==> src/rtl/tank_pkg.sv <==
// Shared types and constants for the tank fire path: FSM states, key codes,
// default timing values and the free-slot priority encoder.
package tank_pkg;

  typedef enum logic [1:0] {
    IDLE     = 2'd0,
    ISSUE    = 2'd1,
    COOLDOWN = 2'd2
  } fire_state_t;

  localparam logic [7:0] KEY_SPACE       = 8'h2C;
  localparam int         DEF_COOLDOWN    = 15;
  localparam int         DEF_ACK_TIMEOUT = 4;
  localparam int         MAX_BULLETS     = 8;
  localparam int         SLOT_W          = $clog2(MAX_BULLETS);

  typedef struct packed {
    logic              found;
    logic [SLOT_W-1:0] idx;
  } slot_sel_t;

  // Lowest-index inactive slot. Unused upper slots must be presented as
  // active by the caller so they are never selected.
  function automatic slot_sel_t first_free(input logic [MAX_BULLETS-1:0] active);
    slot_sel_t sel;
    sel.found = 1'b0;
    sel.idx   = '0;
    for (int i = MAX_BULLETS - 1; i >= 0; i--) begin
      if (!active[i]) begin
        sel.found = 1'b1;
        sel.idx   = SLOT_W'(i);
      end
    end
    return sel;
  endfunction

endpackage

==> src/rtl/bullet_fire_ctrl_fire_key_detect.sv <==
// Fire key detector: matches any of the four keycode bytes against the fire
// key and keeps last frame's result to produce a press edge.
module fire_key_detect
  import tank_pkg::*;
#(
  parameter logic [7:0] FIRE_KEY = KEY_SPACE
) (
  input  logic        i_clk,
  input  logic        i_rst,
  input  logic [31:0] i_keycode,
  output logic        o_fire_now,
  output logic        o_fire_edge
);

  logic w_match;
  logic r_fire_prev;

  // Any of the four simultaneous key slots may carry the fire key.
  always_comb begin
    w_match = 1'b0;
    for (int b = 0; b < 4; b++) begin
      if (i_keycode[8*b +: 8] == FIRE_KEY) begin
        w_match = 1'b1;
      end
    end
  end

  // Track the key every frame, whatever the controller is doing.
  always_ff @(posedge i_clk or posedge i_rst) begin
    if (i_rst) begin
      r_fire_prev <= 1'b0;
    end else begin
      r_fire_prev <= w_match;
    end
  end

  assign o_fire_now  = w_match;
  assign o_fire_edge = w_match & ~r_fire_prev;

endmodule

==> src/rtl/bullet_fire_ctrl.sv <==
// Per-tank fire controller: turns a fire key press into a one-hot create
// request to the lowest free bullet slot, holds it until that slot reports
// active (or a timeout expires), then enforces a cooldown.
// Optional build macro BULLET_AUTOFIRE_EN: trigger on the key level instead
// of the press edge, so a held key refires after every cooldown.
module bullet_fire_ctrl
  import tank_pkg::*;
#(
  parameter int         N_BULLETS   = 5,
  parameter logic [7:0] FIRE_KEY    = KEY_SPACE,
  parameter int         COOLDOWN    = DEF_COOLDOWN,
  parameter int         ACK_TIMEOUT = DEF_ACK_TIMEOUT
) (
  input  logic                 Reset,
  input  logic                 frame_clk,
  input  logic [31:0]          keycode,
  input  logic [N_BULLETS-1:0] bullet_active,
  output logic [N_BULLETS-1:0] create,
  output logic                 fire_ready,
  output logic [7:0]           shots_fired,
  output logic [3:0]           aborts
);

  localparam int TMR_W = $clog2(ACK_TIMEOUT);
  localparam int CD_W  = (COOLDOWN > 1) ? $clog2(COOLDOWN) : 1;

  fire_state_t            r_state;
  fire_state_t            w_state_nxt;
  logic [N_BULLETS-1:0]   r_create;
  logic [N_BULLETS-1:0]   w_create_nxt;
  logic [N_BULLETS-1:0]   w_onehot;
  logic [SLOT_W-1:0]      r_slot;
  logic [SLOT_W-1:0]      w_slot_nxt;
  logic [TMR_W-1:0]       r_tmr;
  logic [TMR_W-1:0]       w_tmr_nxt;
  logic [CD_W-1:0]        r_cd;
  logic [CD_W-1:0]        w_cd_nxt;
  logic [7:0]             r_shots;
  logic [3:0]             r_aborts;
  logic                   w_shot_inc;
  logic                   w_abort_inc;
  logic [MAX_BULLETS-1:0] w_act_pad;
  slot_sel_t              w_sel;
  logic                   w_fire_now;
  logic                   w_fire_edge;
  logic                   w_trig;

  fire_key_detect #(
    .FIRE_KEY (FIRE_KEY)
  ) u_key (
    .i_clk       (frame_clk),
    .i_rst       (Reset),
    .i_keycode   (keycode),
    .o_fire_now  (w_fire_now),
    .o_fire_edge (w_fire_edge)
  );

`ifdef BULLET_AUTOFIRE_EN
  // Level trigger; an edge always implies the key is down, so this is fire_now.
  assign w_trig = w_fire_now | w_fire_edge;
`else
  // Edge trigger; an edge already implies the key is down, so this is fire_edge.
  assign w_trig = w_fire_edge & w_fire_now;
`endif

  // Pad the pool to the package maximum with unusable (active) slots, then
  // pick the lowest free one and build its one-hot request.
  always_comb begin
    w_act_pad                  = '1;
    w_act_pad[N_BULLETS-1:0]   = bullet_active;
    w_sel                      = first_free(w_act_pad);
    w_onehot                   = '0;
    for (int i = 0; i < N_BULLETS; i++) begin
      w_onehot[i] = (w_sel.idx == SLOT_W'(i));
    end
  end

  // FSM state register.
  always_ff @(posedge frame_clk or posedge Reset) begin
    if (Reset) begin
      r_state <= tank_pkg::IDLE;
    end else begin
      r_state <= w_state_nxt;
    end
  end

  // Next-state and next-value logic for the request, timers and counter strobes.
  always_comb begin
    w_state_nxt  = r_state;
    w_create_nxt = r_create;
    w_slot_nxt   = r_slot;
    w_tmr_nxt    = r_tmr;
    w_cd_nxt     = r_cd;
    w_shot_inc   = 1'b0;
    w_abort_inc  = 1'b0;
    case (r_state)
      tank_pkg::IDLE: begin
        if (w_trig && w_sel.found) begin
          w_state_nxt  = tank_pkg::ISSUE;
          w_create_nxt = w_onehot;
          w_slot_nxt   = w_sel.idx;
          w_tmr_nxt    = '0;
        end
      end
      tank_pkg::ISSUE: begin
        // Only the slot we asked for counts as an acknowledge.
        if (w_act_pad[r_slot]) begin
          w_state_nxt  = tank_pkg::COOLDOWN;
          w_create_nxt = '0;
          w_shot_inc   = 1'b1;
          w_cd_nxt     = CD_W'(COOLDOWN - 1);
        end else if (r_tmr == TMR_W'(ACK_TIMEOUT - 1)) begin
          w_state_nxt  = tank_pkg::COOLDOWN;
          w_create_nxt = '0;
          w_abort_inc  = 1'b1;
          w_cd_nxt     = CD_W'(COOLDOWN - 1);
        end else begin
          w_tmr_nxt = r_tmr + TMR_W'(1);
        end
      end
      tank_pkg::COOLDOWN: begin
        if (r_cd == '0) begin
          w_state_nxt = tank_pkg::IDLE;
        end else begin
          w_cd_nxt = r_cd - CD_W'(1);
        end
      end
      default: begin
        w_state_nxt  = tank_pkg::IDLE;
        w_create_nxt = '0;
      end
    endcase
  end

  // Request, slot latch and timers; reset drops create asynchronously.
  always_ff @(posedge frame_clk or posedge Reset) begin
    if (Reset) begin
      r_create <= '0;
      r_slot   <= '0;
      r_tmr    <= '0;
      r_cd     <= '0;
    end else begin
      r_create <= w_create_nxt;
      r_slot   <= w_slot_nxt;
      r_tmr    <= w_tmr_nxt;
      r_cd     <= w_cd_nxt;
    end
  end

  // Shot counter wraps; abort counter saturates at 15.
  always_ff @(posedge frame_clk or posedge Reset) begin
    if (Reset) begin
      r_shots  <= '0;
      r_aborts <= '0;
    end else begin
      if (w_shot_inc) begin
        r_shots <= r_shots + 8'd1;
      end
      if (w_abort_inc && (r_aborts != 4'hF)) begin
        r_aborts <= r_aborts + 4'd1;
      end
    end
  end

  assign create      = r_create;
  assign shots_fired = r_shots;
  assign aborts      = r_aborts;
  assign fire_ready  = (r_state == tank_pkg::IDLE) && w_sel.found;

endmodule

==> config.mk <==
export PLATFORM = sky130hd
export DESIGN_NAME = bullet_fire_ctrl
export DESIGN_NICKNAME = d
export VERILOG_FILES = /design/src/rtl/tank_pkg.sv /design/src/rtl/bullet_fire_ctrl_fire_key_detect.sv /design/src/rtl/bullet_fire_ctrl.sv
export SDC_FILE = /design/constraint.sdc
export NUM_CORES = 1
export LEC_CHECK = 0
export BUFFER_PORTS_ARGS = -buffer_cell sky130_fd_sc_hd__buf_2
export CAP_MARGIN = 10
export CORE_MARGIN = 2
export CORE_UTILIZATION = 36
export DETAILED_ROUTE_END_ITERATION = 6
export MAX_ROUTING_LAYER = met4
export PLACE_DENSITY = 0.6
export SETUP_SLACK_MARGIN = 0.15
export SYNTH_ARGS = -nofsm -noshare
export SYNTH_HDL_FRONTEND = slang
export SYNTH_SLANG_ARGS = --single-unit
==> constraint.sdc <==
create_clock -name frame_clk -period 1.9 [get_ports frame_clk]
set_input_delay 0.57 -clock frame_clk [delete_from_list [all_inputs] [get_ports frame_clk]]
set_output_delay 0.57 -clock frame_clk [all_outputs]
set_load 0.01 [all_outputs]
==> results of run 1 <==
## kinds of logic after synthesis
logic type               synth area share (%)
AND/OR/NAND/NOR                          26.7
AO/OA/AOI/OAI                            7.61
adder cells (fa/ha/maj)                  3.17
buffers and inverters                    2.86
flip-flops                               46.0
XOR/XNOR                                 6.11
multiplexers                             7.53
## placed cells by master (no fill, tap or decap), drive strengths merged, types with 2 or more instances in the layout
cell type,instances
o21ai,6
nand2,12
and4,2
nor2b,7
and3,3
nor3b,2
nor3,5
a21oi,3
dfrtp,29
xor2,2
nand4,9
xnor2,9
buf,89
inv,7
ha,4
mux2,7
nor2,8
nor4b,4
nand3,7
clkbuf,7
or3,2
and2,2
## metal layers
metal / vias up / routed length [µm]
met5: - / 0
li1: 737 / -
met1: 669 / 1600
met4: 0 / 57
met3: 7 / 227
met2: 47 / 1800
## cell type report
| class | count | share of cell area (%) |
|---|---|---|
| clock buffers | 7 | 3.49 |
| repair buffers | 89 | 23.7 |
| inverters | 7 | 1.06 |
| multi-input cells | 112 | 39.8 |
| flip-flops and latches | 29 | 29.3 |
| well taps | 52 | 2.63 |
## registers in the layout, summed over array words and instances, names as in the netlist
name / count
r_cd: 4
aborts: 4
shots_fired: 8
create: 5
r_slot: 3
u_key.r_fire_prev: 1
r_tmr: 2
r_state: 2
## through the flow
stage               instances  power (mW)  util, %  hold WS [ns]
finish                    296        2.17     57.6         0.347
global route              296        2.33     57.6         0.387
CTS                       292        2.09     54.4         0.358
detailed placement        279        1.47     49.7         0.459
global placement          279        1.45     49.7         0.460
floorplan                 151        1.18        -         0.470
## where the power goes
group          total, mW  internal (mW)  leakage (nW)  switching [mW]
combinational      0.838          0.484         0.857           0.353
sequential         0.825          0.724         0.380           0.101
clock              0.508          0.287        0.0443           0.221
## what timing repair did
action | 4_1_cts | 5_1_grt
buffers inserted | 6 | 4
gates resized for setup | 20 | 25
setup endpoints to repair | 23 | 28
pin swaps | 7 | 8
endpoints found under the hold margin | 0 | 0
hold buffers | 0 | 0
## critical path: cells and delay by family
family	cells	cell delay, ns
buf+inv	3	0.38
simple gates	3	0.44
## worst paths after layout
kind	to	start	slack [ns]	cells after the start
setup reg to reg	r_cd[1]$_DFFE_PP0P_	r_slot[0]$_DFFE_PP0P_	-0.03	5
setup / recovery	fire_ready	bullet_active[1]	-0.06	6
max in group asynchronous	r_state[1]$_DFFE_PP0P_	Reset	1.27	3
hold / removal	shots_fired[7]$_DFFE_PP0P_	Reset	0.35	3
hold reg to reg	shots_fired[7]$_DFFE_PP0P_	shots_fired[7]$_DFFE_PP0P_	0.46	1
min in group frame_clk	shots_fired[7]$_DFFE_PP0P_	shots_fired[7]$_DFFE_PP0P_	0.46	1
==> reports/qor.csv, run 1 <==
stage,metric,value,unit
logic_synthesis,yosys.area.top_type_share,46.0,%
detailed_routing,routed_wirelength,3690,µm
cts,path_clk_slew,0.05,ns
floorplan,ioPinCount,57,
cts,cts_tree,done,
timing,final_hold_viol_count,0,
global_routing,grtUsageMet2,26.0,%
critical_path,slowest_stage,and4_4,
power_and_ir_drop,power_density,877,nW/µm²
placement,hpwl,2660,µm
global_routing,grt_pass1_vias,1422,
floorplan,fp-row-count,24,
layout,drive_gt1_share,56.1,%
timing,worst_pin_slew,0.376,ns
placement,dpl-instance-area,2140,µm²
timing,setup-tns-final,-0.0882,ns
logic_synthesis,ys_ff_latch,29,
critical_path,worstPathArrival,1.39,ns
logic_synthesis,ys_seq_area_share,46.0,%
layout,finalNetCount,287,
timing,finClkSkew,0.00715,ns
timing,fin_crit_sh,103,%
logic_synthesis,syn_inst,151,
power_and_ir_drop,peakVddDrop,0.431,mV
layout,area_growth,56.9,%
logic_synthesis,syn_area,1580,µm²
layout,multi_input_area,985,µm²
global_routing,grt_use_met3,5.19,%
placement,pre_cts_ws,-0.327,ns
cts,clock_sinks,29,
critical_path,cp_cell_sequence,buf_2 > buf_6 > and4_4 > and2_4 > nor3_4 > buf_2,
floorplan,dieArea,4930,µm²
critical_path,start_kind,primary input,
timing,grt_setup_unrepaired,true,
worst_hold_path,hold_path.class,in2async,
detailed_routing,first_iter_violations,52,
logic_synthesis,yosysWarnings,0,
layout,antennaDiodeCount,0,
critical_path,path_class,in2out,
timing,finalCriticalPeriod,1.96,ns
global_routing,grt_pass1_wl,6220,µm
detailed_routing,vias,1460,
floorplan,initial_utilization,36.7,%
layout,seq_area,726,µm²
timing,slew_headroom,74.9,%
timing,max_freq,510,MHz
logic_synthesis,ys_types,43,
detailed_routing,vias_per_cell,4.93,
critical_path,cp_max_fo,3,
global_routing,grt_util_all_layers,16.4,%
logic_synthesis,synth_area_leaders,"dfrtp_1, xnor2_1, mux2_2",
detailed_routing,drc,0,
detailed_routing,wire_per_inst,12.5,µm
layout,finalInstanceArea,2470,µm²
cts,clk_latency,0.28,ns
placement,io_buffers,56,
timing,setup_viol,2,
logic_synthesis,synth_ff_type,dfrtp_1,
logic_synthesis,async_reset_ff_share,100,%
global_routing,grt_max_degree,30,
critical_path,cpPeakStageDelay,0.16,ns
outcome,violations,negative setup slack,
global_routing,grt.overflow.total,0,
outcome,status,finished with violations,
floorplan,die_width,70.2,µm
logic_synthesis,synth_most_common_cell,dfrtp_1,
placement,gp_congestion,0.755,
cts,cts_root_buf,clkbuf_8,
global_routing,antenna_found_initial,0,
global_routing,grt.busiest_layer,met2,
floorplan,die_h,70.2,µm
layout,fillers,385,
detailed_routing,first_pass_iters,4,
job,drv_cap,0,
logic_synthesis,synth.top_cells.by_count,"dfrtp_1, nand2_1, nand4_1, xnor2_1, nor2_1",
cts,htree_num_levels,2,
critical_path,critical_path_required,1.33,ns
global_routing,grt.met1_usage,19.9,%
logic_synthesis,synth.avg_cell_area,10.4,µm²
floorplan,core,4290,µm²
logic_synthesis,synth-edff-count,0,
cts,clockBufferDepth,2,
logic_synthesis,syn-num-nets,194,
detailed_routing,ant_nets,0,
logic_synthesis,yosysTopAreaCell,dfrtp_1,
power_and_ir_drop,p_leak,1.28,nW
critical_path,endpoint_kind,primary output,
cts,numCtsBuffers,5,
timing,slew_viol_final,0,
critical_path,crit_path_frequent_cell,buf_2,
timing,worst_slack,-0.0616,ns
No activity file was read; power rests on OpenSTA's default activity.
==> run 2: changes to the inputs <==
--- a/config.mk
+++ b/config.mk
@@ -9,6 +9,7 @@
 export CAP_MARGIN = 10
 export CORE_MARGIN = 2
 export CORE_UTILIZATION = 36
+export CTS_BUF_LIST = sky130_fd_sc_hd__clkbuf_8
 export DETAILED_ROUTE_END_ITERATION = 6
 export MAX_ROUTING_LAYER = met4
 export PLACE_DENSITY = 0.6
==> run 2 against run 1 <==
The flow still finishes with violations (negative setup slack). Register-to-register slack barely moved. Clock power about the same. Non-clock buffer count is the same. Worst setup slack lost 0.0012 ns. First-iteration DRC count stayed put. Critical path type unchanged. Critical endpoint unchanged. Largest cell class unchanged. Largest power group unchanged. Highest routed layer unchanged.
==> reports/qor.csv, run 2 (synthesis results as in run 1) <==
stage,metric,value,unit
global_routing,grt_max_degree,30,
layout,final_cells,296,
floorplan,fp-row-count,24,
power_and_ir_drop,power_density,876,nW/µm²
placement,dpl.cell_count,279,
power_and_ir_drop,peakVddDrop,0.431,mV
timing,grt_setup_unrepaired,true,
cts,htree_num_levels,2,
critical_path,cp_cell_sequence,buf_2 > buf_6 > and4_4 > and2_4 > nor3_4 > buf_2,
timing,slew_headroom,74.9,%
outcome,status,finished with violations,
cts,clockBufferDepth,2,
critical_path,endpoint_kind,primary output,
cts,path_clk_slew,0.05,ns
global_routing,grt.overflow.total,0,
power_and_ir_drop,p_leak,1.29,nW
critical_path,start_kind,primary input,
detailed_routing,wire_per_inst,12.5,µm
global_routing,grt_pass1_wl,6220,µm
layout,finalNetCount,287,
critical_path,critPathBufInv,3,
layout,fin_util,57.6,%
critical_path,crit_family,simple AND/OR/NAND/NOR gates,
critical_path,cpPeakStageDelay,0.16,ns
detailed_routing,vias_per_cell,4.98,
cts,numCtsBuffers,5,
timing,slew_viol_final,0,
detailed_routing,vias,1475,
job,drv_cap,0,
detailed_routing,ant_nets,0,
global_routing,antenna_found_initial,0,
timing,max_freq,509,MHz
critical_path,crit_path_frequent_cell,buf_2,
floorplan,core,4290,µm²
timing,timing.hold.ws,0.347,ns
placement,pre_cts_ws,-0.327,ns
cts,clock_sinks,29,
critical_path,slowest_stage,and4_4,
layout,mostFrequentLayoutCell,buf_2,
placement,io_buffers,56,
layout,largest_register_ffs,8,
timing,finClkSkew,0.00923,ns
timing,setup_viol,2,
timing,fin_crit_sh,103,%
timing,finalCriticalPeriod,1.96,ns
layout,area_growth,56.9,%
placement,gp_congestion,0.755,
layout,antennaDiodeCount,0,
critical_path,critical_path_required,1.33,ns
detailed_routing,first_iter_violations,52,
cts,cts_tree,done,
layout,drive_gt1_share,56.1,%
global_routing,grt_util_all_layers,16.4,%
global_routing,grt_pass1_vias,1422,
floorplan,initial_utilization,36.7,%
worst_hold_path,hold_path.class,in2async,
placement,dpl-instance-area,2140,µm²
timing,final_hold_viol_count,0,
cts,clk_latency,0.28,ns
floorplan,die_width,70.2,µm
cts,hold_buffers,0,
timing,worst_slack,-0.0628,ns
floorplan,die_h,70.2,µm
layout,finalInstanceArea,2470,µm²
critical_path,cp_max_fo,3,
floorplan,dieArea,4930,µm²
critical_path,path_class,in2out,
detailed_routing,drc,0,
timing,setup-tns-final,-0.0902,ns
cts,cts_root_buf,clkbuf_8,
outcome,violations,negative setup slack,
floorplan,ioPinCount,57,
power_and_ir_drop,total_power,2.17,mW
placement,hpwl,2660,µm
detailed_routing,routed_wirelength,3700,µm
critical_path,worstPathArrival,1.39,ns
detailed_routing,first_pass_iters,4,
timing,worst_pin_slew,0.376,ns
layout,final_cell_mix,"buf_2, dfrtp_1, buf_4, buf_6, nand4_1",
==> run 2: final cells by class <==
cell class	count	area [µm²]
clock buffer	6	82.6
clock inverter	1	3.75
fill	385	1820
inverter	7	26.3
multi-input combinational	112	985
sequential	29	726
tap	52	65.1
timing repair buffer	89	587
==> run 2: repair_timing <==
| action | in CTS | in global routing |
|---|---|---|
| buffers inserted | 6 | 4 |
| endpoints found under the hold margin | 0 | 0 |
| setup endpoints to repair | 23 | 28 |
| cloned | 0 | 0 |
| pin swaps | 7 | 8 |
| gates resized for setup | 20 | 25 |
==> run 2: layer usage <==
| layer | up-vias | routed length (µm) | global-route usage, % |
|---|---|---|---|
| li1 | 738 | - | - |
| met1 | 677 | 1610 | 19.9 |
| met2 | 49 | 1800 | 26.0 |
| met3 | 11 | 227 | 5.19 |
| met4 | 0 | 63 | 5.56 |
| met5 | - | 0 | - |
==> run 2: worst reg2reg max path, delay by kind of cell, from the launching register on <==
kind / cells / cell delay (ns)
muxes: 3 / 1.14
and+or+nand+nor: 2 / 0.30
DFF: 1 / 0.38
==> run 2: worst paths after layout <==
kind,start,to,slack [ns],cells past startpoint
max in group asynchronous,Reset,r_state[1]$_DFFE_PP0P_,1.27,3
hold / removal,Reset,shots_fired[7]$_DFFE_PP0P_,0.35,3
hold reg to reg,shots_fired[7]$_DFFE_PP0P_,shots_fired[7]$_DFFE_PP0P_,0.46,1
min in group frame_clk,shots_fired[7]$_DFFE_PP0P_,shots_fired[7]$_DFFE_PP0P_,0.46,1
setup / recovery,bullet_active[1],fire_ready,-0.06,6
setup reg to reg,r_slot[0]$_DFFE_PP0P_,r_cd[1]$_DFFE_PP0P_,-0.03,5
==> run 2: where the power goes <==
part	internal, mW	total (mW)	switching [mW]	leakage, nW
Combinational	0.484	0.838	0.353	0.857
Clock	0.281	0.505	0.224	0.0485
Sequential	0.724	0.825	0.101	0.380
Total	1.49	2.17	0.678	1.29
==> run 3: changes to the inputs <==
==> constraint.sdc (replaced) <==
create_clock -name frame_clk -period 1.9 [get_ports frame_clk]
set_input_delay 0.285 -clock frame_clk [delete_from_list [all_inputs] [get_ports frame_clk]]
set_output_delay 0.285 -clock frame_clk [all_outputs]
set_load 0.01 [all_outputs]
==> run 3 against run 2 <==
The flow still finishes with violations (negative setup slack). Non-clock buffer count fell by 9. First-iteration DRC count rose by 35%. Via count decreased by 0.54%. Die area did not move. Worst hold slack got worse by 0.28 ns. Flip-flop and latch count is the same. Critical path depth down 1. Final cell count decreased by 3.0%. Combinational power decreased by 14%. Count of clock-buffer cells in the layout decreased by 1. Core utilization decreased by 4.4 points. Clock power is 20% higher. Largest power group is now sequential cells. Highest routed layer unchanged.
==> reports/qor.csv, run 3 (synthesis results as in run 1) <==
stage,metric,value,unit
global_routing,grt_pass1_wl,6780,µm
floorplan,die_width,70.2,µm
global_routing,grt_max_degree,30,
placement,pre_cts_ws,-0.0265,ns
critical_path,path_class,reg2reg,
critical_path,cpPeakStageDelay,0.50,ns
critical_path,critical_path_required,2.06,ns
layout,antennaDiodeCount,0,
critical_path,slowest_stage,mux4_2,
floorplan,initial_utilization,36.7,%
timing,max_freq,524,MHz
global_routing,antenna_found_initial,0,
power_and_ir_drop,power_density,938,nW/µm²
layout,finalInstanceArea,2290,µm²
outcome,status,finished with violations,
detailed_routing,first_iter_violations,70,
cts,path_clk_slew,0.06,ns
critical_path,cp_max_fo,4,
placement,hpwl,3010,µm
global_routing,grt_pass1_vias,1462,
layout,finalNetCount,278,
detailed_routing,routed_wirelength,3970,µm
placement,dpl-instance-area,2070,µm²
timing,finalCriticalPeriod,1.91,ns
cts,cts_root_buf,clkbuf_8,
layout,largest_register_ffs,8,
timing,worst_pin_slew,0.395,ns
layout,area_growth,44.9,%
layout,drive_gt1_share,49.8,%
cts,numCtsBuffers,5,
timing,grt_setup_unrepaired,true,
layout,seq_area,726,µm²
timing,worst_slack,-0.00954,ns
layout,mostFrequentLayoutCell,buf_2,
cts,htree_num_levels,2,
timing,setup-tns-final,-0.00954,ns
detailed_routing,wire_per_inst,13.8,µm
worst_hold_path,hold_path.class,in2async,
timing,finClkSkew,0.00816,ns
critical_path,endpoint_kind,register,
detailed_routing,vias_per_cell,5.11,
timing,setup_viol,1,
timing,fin_crit_sh,101,%
cts,hold_buffers,0,
power_and_ir_drop,peakVddDrop,0.650,mV
floorplan,ioPinCount,57,
timing,final_hold_viol_count,0,
global_routing,grt_util_all_layers,18.0,%
outcome,violations,negative setup slack,
placement,gp_congestion,0.769,
layout,final_cell_mix,"buf_2, dfrtp_1, buf_4, nand4_1",
global_routing,grt.overflow.total,0,
critical_path,worstPathArrival,2.07,ns
cts,cts_tree,done,
detailed_routing,vias,1467,
placement,io_buffers,56,
detailed_routing,drc,0,
critical_path,crit_path_frequent_cell,mux2_4,
timing,slew_headroom,73.5,%
floorplan,fp-row-count,24,
floorplan,dieArea,4930,µm²
layout,multi_input_area,897,µm²
detailed_routing,ant_nets,0,
cts,clock_sinks,29,
floorplan,core,4290,µm²
cts,clockBufferDepth,2,
critical_path,start_kind,register,
layout,fillers,405,
job,drv_cap,0,
power_and_ir_drop,p_leak,1.19,nW
detailed_routing,first_pass_iters,4,
critical_path,cp_cell_sequence,mux4_2 > mux2_4 > and2_4 > nand2b_4 > mux2_4,
cts,clk_latency,0.28,ns
floorplan,die_h,70.2,µm
timing,slew_viol_final,0,
-- run 3: changes by cell type in the layout (fill, tap and decap cells not counted), moves of 2 or more --
cell,delta
buf_2,+2
o21ai_0,+2
o21ai_1,-2
nor4b_2,-3
nor4b_1,+4
buf_6,-9
-- run 3: final cells by class --
type,instances,share of cell area (%)
Multi-Input combinational cell,112,39.2
Timing Repair Buffer,80,20.5
Clock inverter,2,1.53
Sequential cell,29,31.7
Tap cell,52,2.85
Inverter,7,1.15
Clock buffer,5,3.01
-- run 3: repair_timing --
action | 4_1_cts | 5_1_grt
setup buffers | 3 | 0
pin swaps | 10 | 7
endpoints found under the setup margin | 23 | 25
gates cloned | 0 | 0
resized for setup | 20 | 6
-- run 3: layer usage --
layer	vias up	track usage (%)	wire length, µm
met1	708	23.7	1870
li1	715	-	-
met4	0	5.34	69
met5	-	-	0
met3	7	5.19	191
met2	37	27.0	1830
-- run 3: worst paths after layout --
kind                                            start                         end  slack [ns]  depth (start not counted)
min                                             Reset       r_slot[2]$_DFFE_PP0P_        0.07                          3
min in group frame_clk               bullet_active[0]       create[0]$_DFFE_PP0P_        0.38                          3
min reg2reg                shots_fired[7]$_DFFE_PP0P_  shots_fired[7]$_DFFE_PP0P_        0.47                          1
max reg2reg                     r_slot[0]$_DFFE_PP0P_         r_cd[1]$_DFFE_PP0P_       -0.01                          5
max                             r_slot[0]$_DFFE_PP0P_         r_cd[1]$_DFFE_PP0P_       -0.01                          5
max in group asynchronous                       Reset         r_cd[2]$_DFFE_PP0P_        1.55                          3
-- run 3: power breakdown --
part | switching [mW] | leakage [nW] | total (mW) | internal (mW)
clock | 0.226 | 0.0540 | 0.606 | 0.380
sequential | 0.0970 | 0.380 | 0.821 | 0.724
combinational | 0.312 | 0.759 | 0.718 | 0.406
total | 0.635 | 1.19 | 2.14 | 1.51
-- run 3: critical path, delay by kind of cell (launching register included) --
family / cells / cell delay [ns]
flip-flops: 1 / 0.38
multiplexers: 3 / 1.11
AND/OR/NAND/NOR: 2 / 0.29
-- run 3: metrics by stage --
step / power [mW] / hold slack [ns] / util, % / instances
after floorplan: 1.16 / 0.363 / - / 151
after global placement: 1.45 / 0.374 / 48.2 / 277
after detailed placement: 1.47 / 0.376 / 48.2 / 277
after CTS: 2.13 / 0.0727 / 52.7 / 287
after global routing: 2.29 / 0.101 / 53.2 / 287
final: 2.14 / 0.0697 / 53.2 / 287
